**src/rtl/poly_addsub_seq.sv**
```systemverilog
// poly_addsub_seq
//   Streams two N-coefficient polynomials out of a pair of source RAMs,
//   presents them as operand pairs to an external mod_add pipeline, and
//   writes the reduced results back to a destination RAM in order.
//   mode 0 computes a+b, mode 1 computes a-b (mod Q) by feeding Q-b as the
//   second operand, so a single mod_add instance serves both operations.
//
// Ports
//   clk, rst        : clock, synchronous active-high reset
//   start_i, mode_i : start request (accepted only in IDLE), 0=add / 1=sub
//   busy_o, done_o  : high during RUN/DRAIN, one-cycle completion pulse
//   rd_en_o, rd_addr_o, a_i, b_i : source RAM read port (1-cycle latency)
//   op1_o, op2_o, add_valid_o    : operand pair to mod_add
//   add_result_i, add_valid_i    : result stream from mod_add
//   wr_en_o, wr_addr_o, wr_data_o: destination RAM write port
module poly_addsub_seq #(
  parameter int N      = 256,
  parameter int ADDR_W = 8
) (
  input  logic              clk,
  input  logic              rst,
  input  logic              start_i,
  input  logic              mode_i,
  output logic              busy_o,
  output logic              done_o,
  output logic              rd_en_o,
  output logic [ADDR_W-1:0] rd_addr_o,
  input  logic [11:0]       a_i,
  input  logic [11:0]       b_i,
  output logic [11:0]       op1_o,
  output logic [11:0]       op2_o,
  output logic              add_valid_o,
  input  logic [11:0]       add_result_i,
  input  logic              add_valid_i,
  output logic              wr_en_o,
  output logic [ADDR_W-1:0] wr_addr_o,
  output logic [11:0]       wr_data_o
);

  // Modulus shared with poly_arith_pkg (Kyber Q).
  localparam logic [11:0] Q = 12'd3329;

  localparam logic [1:0] S_IDLE  = 2'd0;
  localparam logic [1:0] S_RUN   = 2'd1;
  localparam logic [1:0] S_DRAIN = 2'd2;
  localparam logic [1:0] S_DONE  = 2'd3;

  localparam logic [ADDR_W-1:0] LAST_IDX = ADDR_W'(N - 1);

  logic [1:0]        state_q, state_d;
  logic [ADDR_W-1:0] rd_cnt_q, rd_cnt_d;
  logic [ADDR_W-1:0] wr_cnt_q, wr_cnt_d;
  logic              mode_q, mode_d;
  logic              add_valid_q, add_valid_d;

  logic run_s;
  logic busy_s;
  logic wr_fire;

  assign run_s  = (state_q == S_RUN);
  assign busy_s = run_s | (state_q == S_DRAIN);
  // Results are only accepted while a run is in progress; anything arriving
  // in IDLE/DONE is a stale pipeline leftover. Gating with rst keeps the
  // reset cycle itself free of writes.
  assign wr_fire = add_valid_i & busy_s & ~rst;

  always_comb begin
    state_d     = state_q;
    rd_cnt_d    = rd_cnt_q;
    wr_cnt_d    = wr_cnt_q;
    mode_d      = mode_q;
    add_valid_d = run_s;

    if (wr_fire) begin
      wr_cnt_d = wr_cnt_q + 1'b1;
    end

    case (state_q)
      S_IDLE: begin
        if (start_i) begin
          state_d  = S_RUN;
          rd_cnt_d = '0;
          wr_cnt_d = '0;
          mode_d   = mode_i;
        end
      end
      S_RUN: begin
        rd_cnt_d = rd_cnt_q + 1'b1;
        if (rd_cnt_q == LAST_IDX) begin
          state_d = S_DRAIN;
        end
      end
      S_DRAIN: begin
        // Completion is keyed on the last accepted result, not on a fixed
        // mod_add latency.
        if (wr_fire && (wr_cnt_q == LAST_IDX)) begin
          state_d = S_DONE;
        end
      end
      default: begin
        state_d = S_IDLE;
      end
    endcase
  end

  always_ff @(posedge clk) begin
    if (rst) begin
      state_q     <= S_IDLE;
      rd_cnt_q    <= '0;
      wr_cnt_q    <= '0;
      mode_q      <= 1'b0;
      add_valid_q <= 1'b0;
    end else begin
      state_q     <= state_d;
      rd_cnt_q    <= rd_cnt_d;
      wr_cnt_q    <= wr_cnt_d;
      mode_q      <= mode_d;
      add_valid_q <= add_valid_d;
    end
  end

  assign busy_o    = busy_s;
  assign done_o    = (state_q == S_DONE);
  assign rd_en_o   = run_s;
  assign rd_addr_o = run_s ? rd_cnt_q : '0;

  // b==0 must map to 0, not Q, so the operand stays reduced.
  assign op1_o       = a_i;
  assign op2_o       = mode_q ? ((b_i == 12'd0) ? 12'd0 : (Q - b_i)) : b_i;
  assign add_valid_o = add_valid_q;

  assign wr_en_o   = wr_fire;
  assign wr_addr_o = wr_cnt_q;
  assign wr_data_o = add_result_i;

endmodule

```
**config.mk**
```make
export PLATFORM = sky130hd
export DESIGN_NAME = poly_addsub_seq
export DESIGN_NICKNAME = d
export VERILOG_FILES = /design/src/rtl/poly_addsub_seq.sv
export SDC_FILE = /design/constraint.sdc
export NUM_CORES = 1
export LEC_CHECK = 0
export CORE_MARGIN = 4
export CORE_UTILIZATION = 36
export CTS_CLUSTER_SIZE = 30
export DETAILED_ROUTE_END_ITERATION = 10
export GPL_ROUTABILITY_DRIVEN = 0
export PLACE_DENSITY_LB_ADDON = 0.1
export SETUP_SLACK_MARGIN = 0.02
export SYNTH_ARGS = -nofsm -noshare
export SYNTH_HDL_FRONTEND = slang
export SYNTH_SLANG_ARGS = --single-unit
```
**constraint.sdc**
```tcl
create_clock -name clk -period 2.9 [get_ports clk]
set_clock_uncertainty 0.2 [all_clocks]
set_input_delay 0.725 -clock clk [delete_from_list [all_inputs] [get_ports clk]]
set_output_delay 0.725 -clock clk [all_outputs]
set_load 0.02 [all_outputs]
```
==> flow_summary.json, run 1 <==
{
  "yosys_warnings": 0,
  "clockPowerShare": 0.202,
  "p_seq_frac": 0.301,
  "path_class": "input port to output pin",
  "grt_pass1_wl_um": 6620,
  "end_kind": "output pin",
  "hpwl_um": 3220,
  "final_max_slew_viol_count": 0,
  "synth_area_um2": 1510,
  "worst_slack_ns": 0.0346,
  "rsz0062_at_grt": "true",
  "grt_pass1_vias": 1429,
  "dr.pass1.iters": 4,
  "drc": 0,
  "cts_root_buffer": "clkbuf_8",
  "cp_max_fo": 5,
  "critical-path-slowest-cell": "or4_4",
  "die_w_um": 72.7,
  "ys.flop_type": "dfxtp_1",
  "min_period_ns": 2.87,
  "numPortBuffers": 49,
  "ys_async_sr_fraction": 0,
  "clk_latency_ns": 0.26,
  "slowest_delay_ns": 0.54,
  "worst_pin_slew_ns": 0.383,
  "syn_to_final_growth_pct": 38.4,
  "p_sw_mw": 0.415,
  "synth.top_cell.area_share": 0.266,
  "synthCells": 187,
  "multiInputGateArea_um2": 937,
  "die_h_um": 72.7,
  "yosysTopAreaCell": "dfxtp_1",
  "clockBufferDepth": 2,
  "final_nets": 281,
  "swShare": 0.386,
  "drv_cap": 0,
  "path_delay_family": "simple AND/OR/NAND/NOR gates",
  "crit_buf_inv": 2,
  "synth_nets": 235,
  "final_antenna_net_count": 0,
  "ff_latch_area_um2": 400,
  "timing.fmax_mhz": 349,
  "synth_edf_count": 0,
  "p_leak_nw": 0.831,
  "wl_per_cell_um": 14.5,
  "relSlewSlack": 0.738,
  "final_hold_viol_count": 0,
  "avgSynthCellArea_um2": 8.06,
  "worstPathRequired_ns": 1.98,
  "worstHoldPathType": "flip-flop to flip-flop",
  "die_area_um2": 5290,
  "num-fill-cells": 400,
  "n_antenna_cell": 0,
  "dpl_worst_slack_ns": -0.792,
  "setup_viol": 0,
  "grt-ovfl-total": 0,
  "drive_gt1_frac": 0.272,
  "clk_pin_slew_worst_paths_ns": 0.07,
  "start_kind": "input port",
  "drt-initial-drc-count": 28,
  "cp.arrival_ns": 1.94,
  "crit_chain": "buf_6 > or4_4 > nor2_4 > and3_4 > nor2_1 > buf_2",
  "grt_max_degree": 16,
  "pwr-share-comb": 0.497,
  "intPower_mw": 0.661,
  "cts_sinks": 20,
  "cts_tree": "yes",
  "cts_buffers": 3,
  "ys_seq_area_frac": 0.266,
  "final_core_util": 0.518,
  "synthTopCellsByArea": "dfxtp_1 (27%), buf_4 (12%), xnor2_1 (7.0%), ha_1 (5.8%), nor2_1 (5.2%)",
  "via_per_inst": 4.94,
  "power_density_nw_per_um2": 515,
  "synth.distinct_cells": 41,
  "h-tree-depth": 1,
  "peakVddDrop_uv": 266,
  "fp-row-count": 23,
  "antenna_found_initial": 0,
  "routed_wl_um": 4080,
  "start_util": 0.374,
  "pin_count": 98,
  "track_usage": 0.155,
  "ys_seq_elements": 20,
  "status": "finished clean",
  "finalCritPeriodShare": 0.988,
  "vias": 1392,
  "coreArea_um2": 4030
}
-- metal layers --
metal | part of all wire | GRT usage | vias to the layer above
li1 | - | - | 696
met1 | 0.40 | 0.187 | 641
met2 | 0.49 | 0.262 | 33
met3 | 0.074 | 0.0386 | 22
met4 | 0.031 | 0.0635 | 0
met5 | 0 | 0 | -
-- final timing paths --
path | slack, ns | depth (start not counted) | startpoint | end
hold reg to reg | 0.31 | 2 | wr_addr_o[1] | wr_addr_o[1]
hold / removal | 0.31 | 2 | wr_addr_o[1] | wr_addr_o[1]
setup / recovery | 0.03 | 6 | b_i[10] | op2_o[7]
setup reg to reg | 0.82 | 7 | state_q[0] | state_q[1]
-- state kept, by name, summed over array words and instances (netlist names) --
| name | flops |
|---|---|
| wr_addr_o | 8 |
| state_q | 2 |
| add_valid_o | 1 |
| mode_q | 1 |
| rd_cnt_q | 8 |
-- layout make-up --
class / count / share of cell area
sequential: 20 / 0.192
clock buffer: 4 / 0.0264
inverter: 8 / 0.0144
tap: 50 / 0.0300
multi-input combinational: 130 / 0.449
timing repair buffer: 70 / 0.288
-- cell usage after synthesis, types with 2 or more instances --
cell type	count
a21oi_1	6
and2_1	8
and3_1	2
buf_4	24
clkbuf_1	4
dfxtp_1	20
ha_1	7
inv_1	7
mux2_2	2
mux2i_1	3
nand2_1	12
nand2b_1	3
nand3_1	6
nand3b_1	2
nand4_1	6
nor2_1	21
nor2b_1	4
nor3_1	5
o21ai_0	3
o31ai_1	2
or3_1	2
xnor2_1	12
xor2_1	8
-- what timing repair did --
| action | in CTS | in global routing |
|---|---|---|
| gates resized for setup | 96 | 14 |
| setup endpoints to repair | 12 | 18 |
| pin swaps | 12 | 4 |
| setup buffers | 1 | 0 |
| hold buffers | 0 | 0 |
-- worst reg2reg max path, stage by stage (launching register included) --
cell and delay [ns]:
dfxtp_1 0.40, inv_1 0.09, ha_1 0.37, nand3b_4 0.10, buf_4 0.17, o41ai_2 0.35
and3_1 0.24, o31ai_1 0.07
-- power by group through the flow --
stage	Clock (mW)	Sequential, mW	Combinational (mW)
after global placement	0	0.328	0.531
after CTS	0.223	0.323	0.534
after floorplan	0	0.330	0.369
after global routing	0.237	0.328	0.586
final	0.218	0.323	0.535
after detailed placement	0	0.330	0.541
-- kinds of logic (layout without fill, tap and decap cells) --
group / Yosys count / count (layout) / share of synthesized area
AOI/OAI and AO/OA: 18 / 18 / 0.0822
xor gates and xnor gates: 20 / 20 / 0.116
adders and majority gates: 7 / 7 / 0.0581
buffers and inverters: 37 / 82 / 0.153
DFF: 20 / 20 / 0.266
muxes: 5 / 5 / 0.0349
and+or+nand+nor: 80 / 80 / 0.290
-- layout by cell type (no fill, tap or decap), types with 5 or more instances in the layout --
cell	n
nor3_1	5
a21oi_1	6
buf_6	6
buf_2	7
nand2_1	11
ha_1	5
dfxtp_1	20
inv_1	7
nor2_1	19
buf_4	24
nand4_1	6
xor2_1	8
and2_1	8
clkdlybuf4s50_1	25
xnor2_1	12
nand3_1	6
-- stage by stage --
stage | instance area, um^2 | power [mW] | setup TNS (ns) | hold slack, ns | instances
floorplan | 1510 | 0.699 | 0 | 0.265 | 187
global placement | 2010 | 0.859 | -7.41 | 0.284 | 277
detailed placement | 2010 | 0.872 | -7.89 | 0.297 | 277
CTS | 2080 | 1.08 | 0 | 0.307 | 282
global route | 2090 | 1.15 | 0 | 0.333 | 282
finish | 2090 | 1.08 | 0 | 0.306 | 282
Note: power is estimated with default switching activity, not from simulation.
==> run 2: changes to the inputs <==
--- a/config.mk
+++ b/config.mk
@@ -5,8 +5,10 @@
 export SDC_FILE = /design/constraint.sdc
 export NUM_CORES = 1
 export LEC_CHECK = 0
+export CELL_PAD_IN_SITES_DETAIL_PLACEMENT = 0
+export CELL_PAD_IN_SITES_GLOBAL_PLACEMENT = 1
 export CORE_MARGIN = 4
-export CORE_UTILIZATION = 36
+export CORE_UTILIZATION = 25
 export CTS_CLUSTER_SIZE = 30
 export DETAILED_ROUTE_END_ITERATION = 10
 export GPL_ROUTABILITY_DRIVEN = 0
==> flow_summary.json, run 2 (synthesized netlist as in run 1, its figures left out) <==
{
  "status": "finished clean",
  "clockPowerShare": 0.171,
  "wl_per_cell_um": 14.0,
  "vias": 1395,
  "setup_viol": 0,
  "via_per_inst": 4.54,
  "final_antenna_net_count": 0,
  "worst_pin_slew_ns": 0.415,
  "ff_latch_area_um2": 400,
  "numPortBuffers": 49,
  "worstHoldPathType": "flip-flop to flip-flop",
  "track_usage": 0.115,
  "cts_root_buffer": "clkbuf_8",
  "final_max_slew_viol_count": 0,
  "grt_pass1_wl_um": 7000,
  "multiInputGateArea_um2": 961,
  "h-tree-depth": 1,
  "intPower_mw": 0.636,
  "hold_start": "wr_addr_o[1]",
  "die_area_um2": 7340,
  "antenna_found_initial": 0,
  "mostFrequentLayoutCells": "clkdlybuf4s50_1 (25), buf_4 (23), dfxtp_1 (20)",
  "cp.arrival_ns": 1.95,
  "cts_buffers": 3,
  "finalHoldWorstSlack_ns": 0.298,
  "p_leak_nw": 0.840,
  "critPathLaunch": "b_i[10]",
  "routed_wl_um": 4300,
  "design_area_um2": 2140,
  "grt_pass1_vias": 1454,
  "clk_latency_ns": 0.25,
  "drc": 0,
  "min_period_ns": 2.88,
  "n_antenna_cell": 0,
  "finalPower_mw": 1.05,
  "cp_max_fo": 4,
  "coreArea_um2": 5890,
  "p_seq_frac": 0.308,
  "grt-ovfl-total": 0,
  "cts_tree": "yes",
  "swShare": 0.395,
  "end_kind": "output pin",
  "rsz0062_at_grt": "true",
  "dpl_cell_area_um2": 2030,
  "drv_cap": 0,
  "final_common_cell": "clkdlybuf4s50_1",
  "num-fill-cells": 606,
  "postCtsHoldBufs": 0,
  "grt_max_degree": 16,
  "relSlewSlack": 0.716,
  "p_sw_mw": 0.415,
  "final_nets": 282,
  "fp-row-count": 28,
  "pwr-share-comb": 0.521,
  "start_kind": "input port",
  "drive_gt1_frac": 0.276,
  "worstPathRequired_ns": 1.98,
  "finalCritPeriodShare": 0.992,
  "die_w_um": 85.7,
  "path_class": "input port to output pin",
  "final_hold_viol_count": 0,
  "die_h_um": 85.7,
  "dpl_worst_slack_ns": -0.792,
  "syn_to_final_growth_pct": 42.1,
  "drt-initial-drc-count": 53,
  "hpwl_um": 3400,
  "worst_slack_ns": 0.0218,
  "dr.pass1.iters": 4,
  "peakVddDrop_uv": 237,
  "timing.fmax_mhz": 347,
  "clockBufferDepth": 2,
  "power_density_nw_per_um2": 490,
  "r2r-start": "state_q[0]",
  "clk_pin_slew_worst_paths_ns": 0.07,
  "start_util": 0.256,
  "cts_sinks": 20,
  "pin_count": 98
}
run 2: cell types whose count changed in the layout (fill, tap and decap cells not counted), sizes merged:
cell and delta:
clkbuf -3, buf +3
run 2: layout make-up:
| cell class | count | share of cell area |
|---|---|---|
| multi-input cells | 130 | 0.449 |
| repair buffers | 71 | 0.287 |
| flip-flops and latches | 20 | 0.187 |
| well taps | 75 | 0.0438 |
| clock buffers | 3 | 0.0193 |
| inverters | 8 | 0.0140 |
run 2: stage by stage:
stage,setup TNS (ns),std cells,utilization
detailed placement,-7.68,301,0.346
CTS,0,306,0.358
finish,0,307,0.364
global placement,-7.72,301,0.346
global route,-0.0307,307,0.364
floorplan,0,187,-
run 2: path summary, 6_finish.rpt:
path                       end  slack (ns)  cells after the start
setup / recovery      op2_o[8]        0.02                      6
hold / removal    wr_addr_o[1]        0.30                      2
setup reg to reg    state_q[1]        0.83                      7
hold reg to reg   wr_addr_o[1]        0.30                      2
run 2: power by group through the flow:
stage | sequential, mW | clock (mW) | combinational, mW
4_1_cts | 0.324 | 0.193 | 0.543
5_1_grt | 0.328 | 0.203 | 0.600
2_1_floorplan | 0.330 | 0 | 0.369
3_3_place_gp | 0.328 | 0 | 0.549
3_5_place_dp | 0.329 | 0 | 0.550
6_report | 0.323 | 0.180 | 0.547
run 2: what timing repair did:
| action | CTS | global route |
|---|---|---|
| buffers inserted | 2 | 1 |
| endpoints found under the setup margin | 20 | 9 |
| gates resized for setup | 102 | 13 |
| pin swaps | 13 | 6 |
run 2: worst max-delay path: stages:
cell	delay [ns]
buf_6	0.09
or4_4	0.54
nor2_4	0.14
nor2_1	0.06
mux2_4	0.27
buf_6	0.13
run 2: layer usage:
layer  wire length, um  GRT usage
met1              1820      0.139
met2              2080      0.197
met3               321     0.0375
met4                78     0.0302
met5                 0          0
